<file path="src/rtl/turn_ctrl_if.sv">
// Bundle between key conditioning / box array and turn_ctrl.
// master drives buttons and box feedback; slave is turn_ctrl itself.
interface turn_ctrl_if;
  logic        btn_up;
  logic        btn_down;
  logic        btn_left;
  logic        btn_right;
  logic        btn_place;
  logic        game_over;
  logic [17:0] box_vals;
  logic [3:0]  cursor;
  logic [8:0]  select;
  logic        curPlayer;
  logic [3:0]  move_count;
  logic        illegal;
  logic        timeout;

  modport master (
    output btn_up, btn_down, btn_left, btn_right, btn_place, game_over, box_vals,
    input  cursor, select, curPlayer, move_count, illegal, timeout
  );

  modport slave (
    input  btn_up, btn_down, btn_left, btn_right, btn_place, game_over, box_vals,
    output cursor, select, curPlayer, move_count, illegal, timeout
  );
endinterface

</file>
<file path="src/rtl/turn_ctrl.sv">
// Tic-tac-toe turn controller: 3x3 cursor, one-hot placement select, turn/move tracking.
// Optional turn forfeit after idle time is enabled by defining TURN_TIMEOUT_EN.
module turn_ctrl #(
  parameter logic        START_PLAYER   = 1'b0,
  parameter int          WRAP           = 1,
  parameter logic [31:0] TIMEOUT_CYCLES = 32'd1000
) (
  input  logic       clk,
  input  logic       reset,
  turn_ctrl_if.slave bus
);

  typedef enum logic [1:0] {IDLE, COMMIT, DONE} state_t;

  state_t     r_state, w_stateNext;
  logic [3:0] r_cursor, w_cursorNext;
  logic [8:0] r_select, w_selectNext;
  logic       r_curPlayer, w_playerNext;
  logic [3:0] r_moveCount, w_moveNext;
  logic       r_illegal, w_illegalNext;
  logic       r_upQ, r_downQ, r_leftQ, r_rightQ, r_placeQ;
  logic       w_upEdge, w_downEdge, w_leftEdge, w_rightEdge, w_placeEdge;
  logic       w_finished;
  logic [1:0] w_row, w_col;
  logic [1:0] w_cellVal;

`ifdef TURN_TIMEOUT_EN
  logic [31:0] r_idleCnt, w_idleCntNext;
  logic        r_timeout, w_timeoutNext;
  logic        w_dirEdge;
`endif

  function automatic logic [1:0] stepDec(input logic [1:0] v);
    if (v == 2'd0) return (WRAP != 0) ? 2'd2 : 2'd0;
    return v - 2'd1;
  endfunction

  function automatic logic [1:0] stepInc(input logic [1:0] v);
    if (v == 2'd2) return (WRAP != 0) ? 2'd0 : 2'd2;
    return v + 2'd1;
  endfunction

  function automatic logic [3:0] toIndex(input logic [1:0] row, input logic [1:0] col);
    return {2'b00, row} * 4'd3 + {2'b00, col};
  endfunction

  assign w_upEdge    = bus.btn_up    & ~r_upQ;
  assign w_downEdge  = bus.btn_down  & ~r_downQ;
  assign w_leftEdge  = bus.btn_left  & ~r_leftQ;
  assign w_rightEdge = bus.btn_right & ~r_rightQ;
  assign w_placeEdge = bus.btn_place & ~r_placeQ;
  assign w_finished  = bus.game_over || (r_moveCount == 4'd9);
  assign w_cellVal   = bus.box_vals[{r_cursor, 1'b0} +: 2];

  always_comb begin
    w_row = 2'd0;
    if (r_cursor >= 4'd6)      w_row = 2'd2;
    else if (r_cursor >= 4'd3) w_row = 2'd1;
    w_col = 2'(r_cursor - {2'b00, w_row} * 4'd3);
  end

  always_comb begin
    w_stateNext   = r_state;
    w_cursorNext  = r_cursor;
    w_selectNext  = '0;
    w_playerNext  = r_curPlayer;
    w_moveNext    = r_moveCount;
    w_illegalNext = 1'b0;
`ifdef TURN_TIMEOUT_EN
    w_timeoutNext = 1'b0;
`endif
    case (r_state)
      IDLE: begin
        if (w_finished) begin
          w_stateNext = DONE;
        end else if (w_placeEdge) begin
          if (w_cellVal == 2'b00) begin
            w_stateNext  = COMMIT;
            w_selectNext = 9'd1 << r_cursor;
          end else begin
            w_illegalNext = 1'b1;
          end
        end else if (w_upEdge) begin
          w_cursorNext = toIndex(stepDec(w_row), w_col);
        end else if (w_downEdge) begin
          w_cursorNext = toIndex(stepInc(w_row), w_col);
        end else if (w_leftEdge) begin
          w_cursorNext = toIndex(w_row, stepDec(w_col));
        end else if (w_rightEdge) begin
          w_cursorNext = toIndex(w_row, stepInc(w_col));
        end
`ifdef TURN_TIMEOUT_EN
        else if (r_idleCnt == TIMEOUT_CYCLES - 32'd1) begin
          w_playerNext  = ~r_curPlayer;
          w_timeoutNext = 1'b1;
        end
`endif
      end
      COMMIT: begin
        w_stateNext  = IDLE;
        w_playerNext = ~r_curPlayer;
        w_moveNext   = r_moveCount + 4'd1;
      end
      default: begin
      end
    endcase
  end

  always_ff @(posedge clk or negedge reset) begin
    if (!reset) begin
      r_state     <= IDLE;
      r_cursor    <= 4'd4;
      r_select    <= '0;
      r_curPlayer <= START_PLAYER;
      r_moveCount <= '0;
      r_illegal   <= 1'b0;
      r_upQ       <= 1'b0;
      r_downQ     <= 1'b0;
      r_leftQ     <= 1'b0;
      r_rightQ    <= 1'b0;
      r_placeQ    <= 1'b0;
    end else begin
      r_state     <= w_stateNext;
      r_cursor    <= w_cursorNext;
      r_select    <= w_selectNext;
      r_curPlayer <= w_playerNext;
      r_moveCount <= w_moveNext;
      r_illegal   <= w_illegalNext;
      r_upQ       <= bus.btn_up;
      r_downQ     <= bus.btn_down;
      r_leftQ     <= bus.btn_left;
      r_rightQ    <= bus.btn_right;
      r_placeQ    <= bus.btn_place;
    end
  end

`ifdef TURN_TIMEOUT_EN
  assign w_dirEdge = w_upEdge | w_downEdge | w_leftEdge | w_rightEdge;

  // Any activity in IDLE (placement attempt, cursor move, forfeit) restarts the idle count.
  always_comb begin
    w_idleCntNext = r_idleCnt;
    if (r_state == COMMIT) begin
      w_idleCntNext = '0;
    end else if (r_state == IDLE && !w_finished) begin
      if (w_placeEdge || w_dirEdge || w_timeoutNext) w_idleCntNext = '0;
      else                                           w_idleCntNext = r_idleCnt + 32'd1;
    end
  end

  always_ff @(posedge clk or negedge reset) begin
    if (!reset) begin
      r_idleCnt <= '0;
      r_timeout <= 1'b0;
    end else begin
      r_idleCnt <= w_idleCntNext;
      r_timeout <= w_timeoutNext;
    end
  end

  assign bus.timeout = r_timeout;
`else
  assign bus.timeout = 1'b0 & (TIMEOUT_CYCLES == 32'd0);
`endif

  assign bus.cursor     = r_cursor;
  assign bus.select     = r_select;
  assign bus.curPlayer  = r_curPlayer;
  assign bus.move_count = r_moveCount;
  assign bus.illegal    = r_illegal;

endmodule

</file>
<file path="src/flat_wrapper.sv">
// flat-port wrapper written by rule: the top's interface ports become plain ports
module turn_ctrl_flat 
#(
  parameter logic        START_PLAYER   = 1'b0,
  parameter int          WRAP           = 1,
  parameter logic [31:0] TIMEOUT_CYCLES = 32'd1000
)
  (clk, reset, bus_btn_up, bus_btn_down, bus_btn_left, bus_btn_right, bus_btn_place, bus_game_over, bus_box_vals, bus_cursor, bus_select, bus_curPlayer, bus_move_count, bus_illegal, bus_timeout);
  turn_ctrl_if bus_i ();
  input  logic clk;
  input  logic reset;
  input wire logic [$bits(bus_i.btn_up)-1:0] bus_btn_up;
  input wire logic [$bits(bus_i.btn_down)-1:0] bus_btn_down;
  input wire logic [$bits(bus_i.btn_left)-1:0] bus_btn_left;
  input wire logic [$bits(bus_i.btn_right)-1:0] bus_btn_right;
  input wire logic [$bits(bus_i.btn_place)-1:0] bus_btn_place;
  input wire logic [$bits(bus_i.game_over)-1:0] bus_game_over;
  input wire logic [$bits(bus_i.box_vals)-1:0] bus_box_vals;
  output wire logic [$bits(bus_i.cursor)-1:0] bus_cursor;
  output wire logic [$bits(bus_i.select)-1:0] bus_select;
  output wire logic [$bits(bus_i.curPlayer)-1:0] bus_curPlayer;
  output wire logic [$bits(bus_i.move_count)-1:0] bus_move_count;
  output wire logic [$bits(bus_i.illegal)-1:0] bus_illegal;
  output wire logic [$bits(bus_i.timeout)-1:0] bus_timeout;
  assign bus_i.btn_up = bus_btn_up;
  assign bus_i.btn_down = bus_btn_down;
  assign bus_i.btn_left = bus_btn_left;
  assign bus_i.btn_right = bus_btn_right;
  assign bus_i.btn_place = bus_btn_place;
  assign bus_i.game_over = bus_game_over;
  assign bus_i.box_vals = bus_box_vals;
  assign bus_cursor = bus_i.cursor;
  assign bus_select = bus_i.select;
  assign bus_curPlayer = bus_i.curPlayer;
  assign bus_move_count = bus_i.move_count;
  assign bus_illegal = bus_i.illegal;
  assign bus_timeout = bus_i.timeout;
  turn_ctrl #(.START_PLAYER(START_PLAYER), .WRAP(WRAP), .TIMEOUT_CYCLES(TIMEOUT_CYCLES)) u_core (.clk(clk), .reset(reset), .bus(bus_i));
endmodule
</file>
<file path="config.mk">
export PLATFORM = sky130hd
export DESIGN_NAME = turn_ctrl_flat
export DESIGN_NICKNAME = d
export VERILOG_FILES = /design/src/rtl/turn_ctrl_if.sv /design/src/rtl/turn_ctrl.sv /design/src/flat_wrapper.sv
export SDC_FILE = /design/constraint.sdc
export NUM_CORES = 1
export LEC_CHECK = 0
export ABC_AREA = 0
export ABC_CLOCK_PERIOD_IN_PS = 5500
export CAP_MARGIN = 20
export CORE_ASPECT_RATIO = 0.7
export CORE_MARGIN = 3
export CORE_UTILIZATION = 51
export CTS_CLUSTER_SIZE = 10
export DETAILED_ROUTE_END_ITERATION = 10
export PLACE_DENSITY = 0.89
export SLEW_MARGIN = 15
export SYNTH_ARGS = -nofsm -noshare
export SYNTH_HDL_FRONTEND = slang
export SYNTH_SLANG_ARGS = --single-unit
</file>
<file path="constraint.sdc">
create_clock -name clk -period 5.5 [get_ports clk]
set_input_delay 0.825 -clock clk [delete_from_list [all_inputs] [get_ports clk]]
set_output_delay 0.825 -clock clk [all_outputs]
set_load 0.05 [all_outputs]
</file>
# == After elaboration in Yosys (flattened, before gate mapping) ==
# Cells that the tools add are included.
# totals
register_bits,26
inputBits,26
out_inout_bits,20
elab_cells,130
# op_classes
n_lt_le_gt_ge,2
add_sub_neg,10
eq_ne,6
reduce_logical,9
shift,2
mul,3
muxes,74
bitwise_logic,13
# ops
operator,count
2-bit two-way mux,34
9-bit two-way mux,4
1-bit two-way mux,31
18-bit by 6-bit variable part select with 2-bit output,1
4-bit by 2-bit adder with 4-bit output,4
4-bit two-way mux,4
"2-bit by 2-bit multiplier with 4-bit output, second input constant",3
"1-bit by 4-bit left shift with 9-bit output, first input constant",1
2-bit logical NOT,4
1-bit NOT,8
"3-bit by 1-bit != test with 1-bit output, second input constant",2
1-bit AND,5
"2-bit by 1-bit adder with 2-bit output, second input constant",2
"4-bit by 1-bit adder with 4-bit output, second input constant",1
"2-bit == test, second input constant",2
"4-bit == test, second input constant",1
"4-bit by 2-bit greater-or-equal comparator with 1-bit output, second input constant",1
"4-bit by 3-bit greater-or-equal comparator with 1-bit output, second input constant",1
2-bit one-hot mux with 2 select lines,1
4-bit AND reduction,1
4-bit nonzero test,1
"2-bit by 1-bit subtractor with 2-bit output, second input constant",2
3-bit AND reduction,1
"2-bit by 1-bit == test with 1-bit output, second input constant",1
other kinds (3),3

# == Longest topological paths before layout ==
# Gate-level depths: netlist of the first run.
# depth
ltp_word,27
mapped_depth,16
mapped_depth_nobuf,15

# == Worst setup path after synthesis of the first run ==
# Ideal clock, no wire load.
# synth_path
path_kind,reg-to-reg
startpoint,"reg u_core.r_cursor[2], in the netlist u_core.bus.cursor[2]"
endpoint,"reg u_core.r_cursor[1], in the netlist u_core.bus.cursor[1]"
t_arrival_ns,3.202
path_slack_ns,2.170
path_buffers,1
setup_ns,0.127
stages_incl_launch_ff,17
required_time_ns,5.373
cell_sequence,dfstp_2 buf_2 nor2_1 nand2_1 nand2_1 inv_1 ha_1 xor2_1 ha_1 nand2_1 o21ai_1 ha_1 inv_1 fa_1 nand2b_1 a31oi_1 mux2_1
# synth_via
elab_chain_cells,27
word_cells_on_any_way,76
classes_between,add/sub (9); mul (3); order compare (2); eq/ne (2); mux (58); reduce/logical (2)
# synth_lines
item,line_no,text
start: declaration,turn_ctrl.sv:16,"logic [3:0] r_cursor, w_cursorNext;"
start signal: assignment,turn_ctrl.sv:124,r_cursor <= w_cursorNext;
4-bit by 2-bit greater-or-equal comparator with 1-bit output,turn_ctrl.sv:58,else if (r_cursor >= 4'd3) w_row = 2'd1;
1-bit two-way mux,turn_ctrl.sv:58,
2-bit two-way mux *,turn_ctrl.sv:57,if (r_cursor >= 4'd6) w_row = 2'd2;
2-bit by 2-bit multiplier with 4-bit output,turn_ctrl.sv:59,"w_col = 2'(r_cursor - {2'b00, w_row} * 4'd3);"
2-bit subtractor,turn_ctrl.sv:59,
2-bit == test,turn_ctrl.sv:39,if (v == 2'd2) return (WRAP != 0) ? 2'd0 : 2'd2;
1-bit two-way mux,turn_ctrl.sv:39,
1-bit two-way mux,turn_ctrl.sv:89,end else if (w_rightEdge) begin
[... 11 more ...],n/a,
2-bit two-way mux,turn_ctrl.sv:76,end else if (w_placeEdge) begin
2-bit two-way mux,turn_ctrl.sv:74,if (w_finished) begin
2-bit two-way mux,turn_ctrl.sv:72,case (r_state)
4-bit by 2-bit adder with 4-bit output,turn_ctrl.sv:44,"return {2'b00, row} * 4'd3 + {2'b00, col};"
4-bit two-way mux,turn_ctrl.sv:89,
4-bit two-way mux,turn_ctrl.sv:87,end else if (w_leftEdge) begin
4-bit two-way mux,turn_ctrl.sv:85,end else if (w_downEdge) begin
4-bit two-way mux *,turn_ctrl.sv:83,end else if (w_upEdge) begin
# Mark *: on every way between the ends. The rest lies on a longest branch, timed or not. The select of a mux whose other input is x is not followed.
# A chain may end at the register's enable or synchronous reset.

# == Final worst setup path of the first run ==
# layout_path
startpoint,"reg u_core.r_cursor[1], in the netlist u_core.bus.cursor[1]"
endpoint,"reg u_core.r_cursor[1], in the netlist u_core.bus.cursor[1]"
# layout_via
elab_chain_cells,27
word_cells_on_any_way,76
classes_between,add/sub (9); mul (3); order compare (2); eq/ne (2); mux (58); reduce/logical (2)
# layout_lines
item,line_no
4-bit by 2-bit greater-or-equal comparator with 1-bit output,turn_ctrl.sv:58
1-bit two-way mux,turn_ctrl.sv:58
2-bit two-way mux,turn_ctrl.sv:57
2-bit by 2-bit multiplier with 4-bit output,turn_ctrl.sv:59
2-bit subtractor,turn_ctrl.sv:59
2-bit == test,turn_ctrl.sv:39
1-bit two-way mux,turn_ctrl.sv:39
1-bit two-way mux,turn_ctrl.sv:89
[... 11 more ...],n/a
2-bit two-way mux,turn_ctrl.sv:76
2-bit two-way mux,turn_ctrl.sv:74
2-bit two-way mux,turn_ctrl.sv:72
4-bit by 2-bit adder with 4-bit output,turn_ctrl.sv:44
4-bit two-way mux,turn_ctrl.sv:89
4-bit two-way mux,turn_ctrl.sv:87
4-bit two-way mux,turn_ctrl.sv:85
4-bit two-way mux *,turn_ctrl.sv:83
# Marks and branches as above.

==> results.md, run 1 <==
* Initial core utilization at 54.7%
* Final wirelength at 3.43 mm
* CTS H-tree depth at 1
* DR iter-0 viols at 125
* Gr ovfl total at 0
* GRT Total Usage at 19.3%
* CTS tree: built
* Internal power at 373 µW
* Post-CTS setup repair buffer count at 0
* Leakage power total at 0.892 nW
* Mapped Area at 1580 µm²
* Reg2reg setup slack at 1.94 ns
* Synth warn at 0
* Worst hold start: u_core.bus.curPlayer$_DFFE_PN0N_
* Worst path bufs/invs at 2
* # DRC at 0
* Vias in the first global route at 1,175
* Min-Delay Endpoint: u_core.bus.curPlayer$_DFFE_PN0N_
* DR WL/cell at 14.8 µm
* Status: finished clean
* Diodes inserted at 0
* CTS clk-pin slew, worst paths at 0.09 ns
* # rows at 16
* Critical-path top delay cell: dfrtp_1
* Syn_nets at 192
* Hold_buf cts at 0
* Die ar. at 3810 µm²
* Worst setup EP type: flip-flop
* Switching Share at 31.6%
* Total of max-cap violations at 0
* Clk_lat worst skew at 0.27 ns
* Hold Crit Class: flip-flop to flip-flop
* CP Max Fanout at 15
* Pwr Density at 260 nW/µm²
* Post-DP HPWL at 2.78 mm
* CTS Sinks at 26
* Cell count of the worst hold path at 1
* Number of synthesized register bits at 26
* Num CTS Buffers at 3
* Filler cells at 207
* Req. time, crit path at 5.66 ns
* Kind of critical path: flip-flop to flip-flop
* Share of layout cells above drive strength 1 at 7.65%
* VDD IR max at 0.000194 V
* Multi-input logic area at 842 µm²
* Slew headroom at 58.5%
* Final Hold Viols at 0
* Largest net degree at the start of global routing at 27
* Port bufs at 44
* Post-DRT Antenna Nets at 0
* Total iterations of the first detailed-routing run at 5
* Final #Nets at 237
* CP cell instances: nand2_1 -> nand2_1 -> nand2_1 -> inv_1 -> ha_1 -> xor2_1 -> ha_1 -> nand2_1 -> o21ai_1 -> ha_1 -> inv_1 -> fa_1 -> nand2b_1 -> a31oi_1 -> mux2_1
* Worst setup SP type: flip-flop
* Num ports at 46
* Clock Skew at 0.00243 ns
* Vias per cell at 5.45
* Crit Reg-Reg Endpoint: u_core.bus.cursor[1]$_DFFE_PN0P_
* Crit-path max cell delay at 0.67 ns
* Die width at 72.5 µm
* Vias at 1,265
* Least-Margin Pin Slew at 0.616 ns
* Net Sw Power at 172 µW
* Comb power frac at 32.1%
* Syn Area/Cell at 10.4 µm²
* Final Cycle Share at 64.7%
* Cells after synthesis at 152
* Clock buffer depth at 2
* RePlAce Congestion at 0.866
* Final slew viol count at 0
* Start of the worst register-to-register path: u_core.bus.cursor[1]$_DFFE_PN0P_
* Crit path arrival time at 3.72 ns
* Core Area at 2880 µm²
* Sequential share of the synthesized area at 41.3%
* Clk pwr share at 28.4%
* Clk root buf: clkbuf_8
* Fmax at 281 MHz
* Setup-failing EPs final at 0
* Sequential share of power at 39.5%
* First-pass GRT wire length at 5.54 mm
* Worst Reg-to-Reg Cells at 15
* Distinct cells, synth at 44
* Setup TNS at 0 ns
* CP dominant cell by count: nand2_1
* Antenna violations before repair at 0
* FF+latch area at 652 µm²
* Height of the die at 52.5 µm
* Total power at 545 µW
* Crit path time final at 3.56 ns
* CTS resizes at 0
* CP delay by family, top: adder cells
* Unrepaired setup endpoints after global routing: no
* Area grow syn2layout at 32.8%
-- through the flow --
| step | worst slack [ns] | util, % | hold slack (ns) | instance area [µm²] | std cells |
|---|---|---|---|---|---|
| final | 1.94 | 72.7 | 0.478 | 2090 | 232 |
| after CTS | 1.97 | 72.8 | 0.480 | 2100 | 232 |
| after global placement | 2.27 | 70.4 | 0.460 | 2030 | 228 |
| after global routing | 1.70 | 72.7 | 0.505 | 2090 | 232 |
| after detailed placement | 2.00 | 70.4 | 0.463 | 2030 | 228 |
| after floorplan | 2.17 | - | 0.486 | 1580 | 152 |
-- power groups by stage --
| stage | logic (mW) | clock network, mW | registers [mW] |
|---|---|---|---|
| finish | 0.175 | 0.155 | 0.215 |
| detailed placement | 0.173 | 0 | 0.219 |
| CTS | 0.174 | 0.160 | 0.215 |
| floorplan | 0.103 | 0 | 0.229 |
| global route | 0.192 | 0.168 | 0.218 |
| global placement | 0.166 | 0 | 0.218 |
-- synth_stat cells --
library cell  number  area (µm²)
xnor2_1            4        35.0
o21ai_1            1        5.00
buf_4              1        7.51
nor4_2             1        12.5
nor3b_1            1        7.51
o21bai_1           1        7.51
nor4b_4            1        23.8
a31oi_1            3        18.8
inv_1             13        48.8
or4_4              1        11.3
nand4_1            1        6.26
o211ai_1           2        15.0
fa_1               3        60.1
o31a_1             1        8.76
nor4bb_1           1        10.0
a21oi_1            1        5.00
nand3b_1           2        15.0
nor2b_1            5        31.3
and3b_1            1        8.76
nand2b_1           7        43.8
dfrtp_1           25         626
nor3_2             1        10.0
ha_1              11         138
nor2_1            16        60.1
a211o_1            1        8.76
a32o_1             1        10.0
mux2_1             1        11.3
a21oi_2            1        8.76
mux4_2             1        22.5
nor3_1             3        15.0
mux2i_1            4        40.0
nor4b_2            2        30.0
buf_2              1        5.00
a2111oi_2          1        15.0
nor4_1             2        12.5
o31ai_1            1        7.51
conb_1             1        3.75
xor2_1             4        35.0
nand3_1            2        10.0
or3_1              1        6.26
buf_6              2        22.5
nand2_1           14        52.6
o21ai_0            4        20.0
dfstp_2            1        26.3
-- layout by cell type (no fill, tap or decap), types with 2 or more instances in the layout --
cell	instances
inv_1	13
nor3_1	3
nand3_1	2
nor4b_2	2
nor2_1	16
ha_1	11
o211ai_1	2
dfrtp_1	25
clkbuf_8	3
a31oi_1	3
fa_1	3
clkdlybuf4s50_1	43
mux2i_1	4
o21ai_0	4
nor2b_1	5
nor4_1	2
xnor2_1	4
nand3b_1	2
nand2_1	14
nand2b_1	7
xor2_1	4
-- cell families (layout without fill, tap and decap cells) --
family / after synthesis / count (layout) / share of synthesized area (%)
mux: 6 / 6 / 4.68
fa+ha+maj: 14 / 14 / 12.5
other cells: 1 / 1 / 0.238
simple gates: 62 / 62 / 23.2
xor+xnor: 8 / 8 / 4.44
flops: 26 / 26 / 41.3
compound gates: 18 / 18 / 8.25
buf+inv: 17 / 61 / 5.31
-- worst reg2reg max path, stage by stage, from the launching register on --
cell      delay [ns]
dfrtp_1         0.67
nand2_1         0.19
nand2_1         0.22
nand2_1         0.13
inv_1           0.10
ha_1            0.21
xor2_1          0.32
ha_1            0.22
nand2_1         0.05
o21ai_1         0.11
ha_1            0.20
inv_1           0.06
fa_1            0.46
nand2b_1        0.10
a31oi_1         0.10
mux2_1          0.31
-- state kept, by name, indices dropped and copies added (netlist names) --
signal	cells
u_core.bus.cursor	4
u_core.bus.move_count	4
u_core.bus.illegal	1
u_core.bus.select	9
u_core.bus.curPlayer	1
u_core.r_upQ	1
u_core.r_rightQ	1
u_core.r_leftQ	1
u_core.r_placeQ	1
u_core.r_downQ	1
u_core.r_state	2
-- worst max-delay path by stage --
stage	from	endpoint	slack, ns	cells past startpoint
4_1_cts	u_core.bus.cursor[1]$_DFFE_PN0P_	u_core.bus.cursor[1]$_DFFE_PN0P_	1.97	15
3_3_place_gp	u_core.bus.cursor[1]$_DFFE_PN0P_	u_core.bus.cursor[1]$_DFFE_PN0P_	2.27	15
5_1_grt	u_core.bus.cursor[1]$_DFFE_PN0P_	u_core.bus.cursor[1]$_DFFE_PN0P_	1.70	15
6_report	u_core.bus.cursor[1]$_DFFE_PN0P_	u_core.bus.cursor[1]$_DFFE_PN0P_	1.94	15
3_5_place_dp	u_core.bus.cursor[1]$_DFFE_PN0P_	u_core.bus.cursor[1]$_DFFE_PN0P_	2.00	15
2_1_floorplan	u_core.bus.cursor[2]$_DFFE_PN1P_	u_core.bus.cursor[1]$_DFFE_PN0P_	2.17	16
-- area by class of cell --
class / instances / share of cell area, %
clock buffers: 3 / 1.97
clock inverters: 1 / 1.43
inverters: 13 / 2.33
multi-input cells: 109 / 40.2
flip-flops and latches: 26 / 31.1
well taps: 36 / 2.15
repair buffers: 44 / 20.8
-- routing by layer --
| layer | part of all wire, % | wire length (µm) | track usage [%] | vias up |
|---|---|---|---|---|
| met4 | 0.73 | 25 | 3.99 | 0 |
| li1 | - | - | - | 605 |
| met3 | 10 | 354 | 5.75 | 6 |
| met5 | 0 | 0 | 0 | - |
| met1 | 43 | 1490 | 25.2 | 585 |
| met2 | 46 | 1560 | 32.2 | 69 |
No activity file was read; power rests on OpenSTA's default activity.
==> inputs of run 2 (changes only) <==
--- a/config.mk
+++ b/config.mk
@@ -6,14 +6,14 @@
 export NUM_CORES = 1
 export LEC_CHECK = 0
 export ABC_AREA = 0
-export ABC_CLOCK_PERIOD_IN_PS = 5500
+export ABC_CLOCK_PERIOD_IN_PS = 3650
 export CAP_MARGIN = 20
 export CORE_ASPECT_RATIO = 0.7
 export CORE_MARGIN = 3
-export CORE_UTILIZATION = 51
+export CORE_UTILIZATION = 47
 export CTS_CLUSTER_SIZE = 10
 export DETAILED_ROUTE_END_ITERATION = 10
-export PLACE_DENSITY = 0.89
+export PLACE_DENSITY = 0.83
 export SLEW_MARGIN = 15
 export SYNTH_ARGS = -nofsm -noshare
 export SYNTH_HDL_FRONTEND = slang
==> constraint.sdc (replaced) <==
create_clock -name clk -period 3.65 [get_ports clk]
set_input_delay 0.5475 -clock clk [delete_from_list [all_inputs] [get_ports clk]]
set_output_delay 0.5475 -clock clk [all_outputs]
set_load 0.05 [all_outputs]
==> results.md, run 2 (same netlist as run 1, synthesis figures left out) <==
* Pwr Density at 387 nW/µm² (+49%)
* Max reg flops at 9 (unchanged)
* CP cell instances: nor2_1 -> nand2_1 -> nand2_1 -> inv_1 -> ha_1 -> xor2_1 -> ha_1 -> nand2_1 -> o21ai_1 -> ha_1 -> inv_1 -> fa_1 -> nand2b_1 -> a31oi_1 -> mux2_1
* Crit path time final at 3.29 ns (-0.269 ns)
* CP Max Fanout at 8 (-7)
* Num CTS Buffers at 3 (unchanged)
* Total of max-cap violations at 0 (unchanged)
* CTS tree: built
* Final Cycle Share at 90.2% (+25 points)
* Initial core utilization at 52.5% (-2.2 points)
* Area grow syn2layout at 34.7%
* # DRC at 0 (unchanged)
* Share of layout cells above drive strength 1 at 10.0% (+2.3 points)
* Dpl cell area at 2060 µm² (+1.5%)
* Die width at 75.3 µm (+3.8%)
* Final slew viol count at 0 (unchanged)
* Post-CTS setup repair buffer count at 0 (unchanged)
* First-pass GRT wire length at 5.84 mm (+5.4%)
* Setup TNS at 0 ns (unchanged)
* GRT Total Usage at 19.4% (+0.10 points)
* Die ar. at 4100 µm² (+7.7%)
* DR WL/cell at 15.0 µm (+1.4%)
* Final Hold Viols at 0 (unchanged)
* Total iterations of the first detailed-routing run at 4 (-1)
* Kind of critical path: flip-flop to flip-flop
* Clock buffer depth at 2 (unchanged)
* Worst setup EP type: flip-flop
* Fmax at 304 MHz (+8.2%)
* Leakage power total at 0.912 nW (+2.2%)
* Vias at 1,286 (+1.7%)
* Clk_lat worst skew at 0.27 ns (about the same)
* Critical-path top delay cell: dfstp_2
* Crit path arrival time at 3.45 ns (-0.27 ns)
* DR iter-0 viols at 109 (-13%)
* CTS clk-pin slew, worst paths at 0.09 ns (about the same)
* Clk root buf: clkbuf_8
* Least-Margin Pin Slew at 0.606 ns (-0.0108 ns)
* VDD IR max at 0.000195 V (+0.32%)
* Final #Nets at 241 (+1.7%)
* Unrepaired setup endpoints after global routing: no
* Num ports at 46 (unchanged)
* CTS H-tree depth at 1 (unchanged)
* Clock Skew at 0.00570 ns (+0.00327 ns)
* Crit-path max cell delay at 0.61 ns (-0.06 ns)
* RePlAce Congestion at 0.850 (-1.9%)
* Port bufs at 44 (unchanged)
* Vias in the first global route at 1,244 (+5.9%)
* Hold Crit Class: primary input to asynchronous set/reset pin
* Gr ovfl total at 0 (unchanged)
* Post-DP HPWL at 2.84 mm (+2.1%)
* Worst setup SP type: flip-flop
* Commonest cells after routing, fill and taps aside: 43 x clkdlybuf4s50_1, 24 x dfrtp_1, 16 x nor2_1, 14 x nand2_1, 13 x inv_1
* Slew headroom at 59.3% (+0.72 points)
* Post-DRT Antenna Nets at 0 (unchanged)
* Diodes inserted at 0 (unchanged)
* Final wirelength at 3.54 mm (+3.2%)
* Core Area at 3000 µm² (+4.2%)
* Setup-failing EPs final at 0 (unchanged)
* # rows at 16 (unchanged)
* CTS Sinks at 26 (unchanged)
* Status: finished clean
* Height of the die at 54.5 µm (+3.7%)
* Antenna violations before repair at 0 (unchanged)
* Final core utilization at 70.8% (-1.9 points)
* Req. time, crit path at 3.81 ns (-1.85 ns)
* Most common cell after layout, fill and taps aside: clkdlybuf4s50_1
* Largest net degree at the start of global routing at 27 (unchanged)
* Vias per cell at 5.45 (about the same)
* Reg2reg setup slack at 0.36 ns (-1.58 ns)
* Post-route cell area at 2130 µm² (+1.5%)
run 2: changes by cell type in the layout (fill, tap and decap cells not counted):
cell,change
buf_4,+4
dfrtp_1,-1
dfrtp_2,+1
run 2: power by group:
| group | switching (mW) | internal [mW] |
|---|---|---|
| Combinational | 0.153 | 0.119 |
| Sequential | 0.0150 | 0.300 |
| Clock | 0.0883 | 0.147 |
run 2: per-stage QoR:
step	instances	total power, mW	setup slack [ns]	hold slack, ns
4_1_cts	236	0.830	0.248	0.480
5_1_grt	236	0.875	0.0266	0.285
6_report	236	0.823	0.359	0.256
2_1_floorplan	152	0.500	0.320	0.252
3_5_place_dp	232	0.592	0.313	0.467
3_3_place_gp	232	0.585	0.549	0.462
run 2: worst max-delay path: cells and delay by family (launching register included):
family	cells	cell delay (ns)
AOI/OAI and AO/OA	2	0.17
xor gates and xnor gates	1	0.30
adders and majority gates	4	1.07
buffers and inverters	2	0.17
DFF	1	0.61
muxes	1	0.30
and+or+nand+nor	5	0.56
run 2: final timing paths:
check	start	to	cells after the start
min in group clk	u_core.bus.curPlayer$_DFFE_PN0N_	u_core.bus.curPlayer$_DFFE_PN0N_	1
max in group asynchronous	reset	u_core.bus.cursor[0]$_DFFE_PN0P_	1
hold / removal	reset	u_core.bus.select[8]$_DFF_PN0_	1
setup reg to reg	u_core.bus.cursor[2]$_DFFE_PN1P_	u_core.bus.cursor[1]$_DFFE_PN0P_	15
setup / recovery	u_core.bus.cursor[2]$_DFFE_PN1P_	u_core.bus.cursor[1]$_DFFE_PN0P_	15
hold reg to reg	u_core.bus.curPlayer$_DFFE_PN0N_	u_core.bus.curPlayer$_DFFE_PN0N_	1
run 2: layer usage:
layer | up-vias | wire (µm) | global-route usage (%)
met1 | 613 | 1460 | 23.7
li1 | 616 | - | -
met3 | 4 | 277 | 4.59
met2 | 53 | 1780 | 34.8
met5 | - | 0 | 0
met4 | 0 | 25 | 5.23
run 2: layout make-up:
type / count / area, µm²
fillers: 223 / 877
inverters: 13 / 48.8
flip-flops and latches: 26 / 653
clock inverters: 1 / 30.0
repair buffers: 48 / 465
multi-input cells: 109 / 842
well taps: 36 / 45.0
clock buffers: 3 / 41.3
run 2: what timing repair did:
item | in CTS | in global routing
gates resized for setup | 0 | 1
endpoints found under the setup margin | 0 | 1
hold buffers | 0 | 0
==> inputs of run 3 (changes only) <==
--- a/config.mk
+++ b/config.mk
@@ -6,14 +6,13 @@
 export NUM_CORES = 1
 export LEC_CHECK = 0
 export ABC_AREA = 0
-export ABC_CLOCK_PERIOD_IN_PS = 3650
+export ABC_CLOCK_PERIOD_IN_PS = 3800
 export CAP_MARGIN = 20
 export CORE_ASPECT_RATIO = 0.7
-export CORE_MARGIN = 3
-export CORE_UTILIZATION = 47
+export CORE_UTILIZATION = 51
 export CTS_CLUSTER_SIZE = 10
 export DETAILED_ROUTE_END_ITERATION = 10
-export PLACE_DENSITY = 0.83
+export PLACE_DENSITY = 0.89
 export SLEW_MARGIN = 15
 export SYNTH_ARGS = -nofsm -noshare
 export SYNTH_HDL_FRONTEND = slang
==> constraint.sdc (replaced) <==
create_clock -name clk -period 3.8 [get_ports clk]
set_input_delay 0.57 -clock clk [delete_from_list [all_inputs] [get_ports clk]]
set_output_delay 0.57 -clock clk [all_outputs]
set_load 0.05 [all_outputs]
==> results.md, run 3 (same netlist as run 1, synthesis figures left out) <==
* Net Sw Power at 251 µW (-2.1%)
* Vias per cell at 5.48 (+0.62%)
* Clock buffer depth at 2 (unchanged)
* Worst Reg-to-Reg Cells at 15 (unchanged)
* Reg2reg setup slack at 0.35 ns (about the same)
* Clock Skew at 0.00835 ns (+0.00265 ns)
* # DRC at 0 (unchanged)
* Switching Share at 31.7% (+0.54 points)
* CTS clk-pin slew, worst paths at 0.09 ns (about the same)
* Final Hold Viols at 0 (unchanged)
* Filler cells at 191 (-14%)
* Port bufs at 44 (unchanged)
* Area grow syn2layout at 32.9%
* Setup-failing EPs final at 0 (unchanged)
* Num CTS Buffers at 3 (unchanged)
* Comb power frac at 32.0% (-1.1 points)
* Final #Nets at 237 (-1.7%)
* Crit Reg-Reg Endpoint: u_core.bus.cursor[1]$_DFFE_PN0P_
* Die ar. at 3320 µm² (-19%)
* DR WL/cell at 14.8 µm (-1.2%)
* CTS tree: built
* Clk_lat worst skew at 0.27 ns (about the same)
* Num ports at 46 (unchanged)
* Worst setup SP type: flip-flop
* FF+latch area at 654 µm² (+0.19%)
* Initial core utilization at 55.1% (+2.6 points)
* Final Cycle Share at 90.8% (+0.62 points)
* Status: finished clean
* DR iter-0 viols at 92 (-16%)
* Diodes inserted at 0 (unchanged)
* Req. time, crit path at 3.96 ns (+0.15 ns)
* Total iterations of the first detailed-routing run at 4 (unchanged)
* Vias in the first global route at 1,313 (+5.5%)
* Multi-input logic area at 842 µm² (unchanged)
* Final slew viol count at 0 (unchanged)
* Hold_buf cts at 0 (unchanged)
* Final wirelength at 3.43 mm (-2.9%)
* Max reg flops at 9 (unchanged)
* GRT Total Usage at 24.0% (+4.6 points)
* Post-DRT Antenna Nets at 0 (unchanged)
* Pwr Density at 378 nW/µm² (-2.4%)
* Largest net degree at the start of global routing at 27 (unchanged)
* Least-Margin Pin Slew at 0.585 ns (-0.0201 ns)
* Setup TNS at 0 ns (unchanged)
* Vias at 1,272 (-1.1%)
* Core Area at 2860 µm² (-4.7%)
* CTS H-tree depth at 1 (unchanged)
* Unrepaired setup endpoints after global routing: no
* Sequential share of power at 39.4% (+1.1 points)
* Gr ovfl total at 0 (unchanged)
* Leakage power total at 0.890 nW (-2.4%)
* Slew headroom at 60.6% (+1.4 points)
* CP Max Fanout at 6 (-2)
* Worst setup EP type: flip-flop
* CTS Sinks at 26 (unchanged)
* Most common cell after layout, fill and taps aside: clkdlybuf4s50_1
* # rows at 16 (unchanged)
* Commonest cells after routing, fill and taps aside: 43 x clkdlybuf4s50_1, 23 x dfrtp_1, 16 x nor2_1, 14 x nand2_1, 13 x inv_1
* Clk root buf: clkbuf_8
* Share of layout cells above drive strength 1 at 8.67% (-1.3 points)
* Height of the die at 48.5 µm (-11%)
* Worst Setup SP: u_core.bus.cursor[3]$_DFFE_PN0P_
* First-pass GRT wire length at 5.92 mm (+1.4%)
* VDD IR max at 0.000265 V (+36%)
* Internal power at 541 µW (-4.5%)
* Die width at 68.5 µm (-9.0%)
* Antenna violations before repair at 0 (unchanged)
* RePlAce Congestion at 0.758 (-11%)
* Post-DP HPWL at 2.66 mm (-6.3%)
* Crit path time final at 3.45 ns (+0.159 ns)
* Total of max-cap violations at 0 (unchanged)
* Fmax at 290 MHz (-4.6%)
* Start of the worst register-to-register path: u_core.bus.cursor[3]$_DFFE_PN0P_
* Clk pwr share at 28.6% (about the same)
* Hold Crit Class: primary input to asynchronous set/reset pin
* Final core utilization at 73.3% (+2.5 points)
* Crit path arrival time at 3.61 ns (+0.16 ns)
* Kind of critical path: flip-flop to flip-flop
-- run 3: cell types whose count changed in the layout (fill, tap and decap cells not counted), sizes merged --
cell and delta:
buf -4
-- run 3: worst max path at each step --
stage,to,slack [ns],cells after the start
global placement,u_core.bus.cursor[1]$_DFFE_PN0P_,0.57,15
detailed placement,u_core.bus.cursor[1]$_DFFE_PN0P_,0.33,15
CTS,u_core.bus.cursor[1]$_DFFE_PN0P_,0.30,15
finish,u_core.bus.cursor[1]$_DFFE_PN0P_,0.35,15
global route,u_core.bus.cursor[1]$_DFFE_PN0P_,0.07,15
floorplan,u_core.bus.cursor[1]$_DFFE_PN0P_,0.47,16
-- run 3: power groups by stage --
stage / clock (mW) / combinational [mW] / sequential (mW)
2_1_floorplan: 0 / 0.150 / 0.331
3_3_place_gp: 0 / 0.235 / 0.315
3_5_place_dp: 0 / 0.249 / 0.316
4_1_cts: 0.229 / 0.254 / 0.311
5_1_grt: 0.245 / 0.283 / 0.316
6_report: 0.227 / 0.253 / 0.312
-- run 3: through the flow --
stage               hold WS, ns  cells  instance area (µm²)  worst slack, ns  total power, mW
global route              0.314    232                 2100           0.0730            0.844
finish                    0.273    232                 2100            0.351            0.792
CTS                       0.485    232                 2100            0.302            0.794
floorplan                 0.274    152                 1580            0.470            0.481
global placement          0.462    228                 2030            0.574            0.550
detailed placement        0.468    228                 2030            0.330            0.565
-- run 3: final cells by class --
cell class                 instances  share of cell area [%]
multi-input combinational        109                    40.2
timing repair buffer              44                    20.8
inverter                          13                    2.33
clock buffer                       3                    1.97
clock inverter                     1                    1.43
sequential                        26                    31.2
tap                               36                    2.15
-- run 3: worst max-delay path, cell delays in order (launching register included) --
cell	delay, ns
dfrtp_1	0.45
nor2_1	0.30
nand2_1	0.22
nand2_1	0.16
inv_1	0.08
ha_1	0.22
xor2_1	0.34
ha_1	0.23
nand2_1	0.05
o21ai_1	0.09
ha_1	0.18
inv_1	0.05
fa_1	0.47
nand2b_1	0.10
a31oi_1	0.09
mux2_1	0.31
-- run 3: routing by layer --
layer | GRT usage [%] | share of wire, % | vias to the layer above
met3 | 4.95 | 9.1 | 6
met5 | 0 | 0 | -
met2 | 38.7 | 47 | 57
met4 | 5.21 | 0.96 | 0
li1 | - | - | 615
met1 | 33.0 | 42 | 594
-- run 3: timing repair --
item                                    CTS  global route
hold endpoints to repair                  0             0
resized for setup                         0             2
buffers inserted                          0             0
endpoints found under the setup margin    0             1
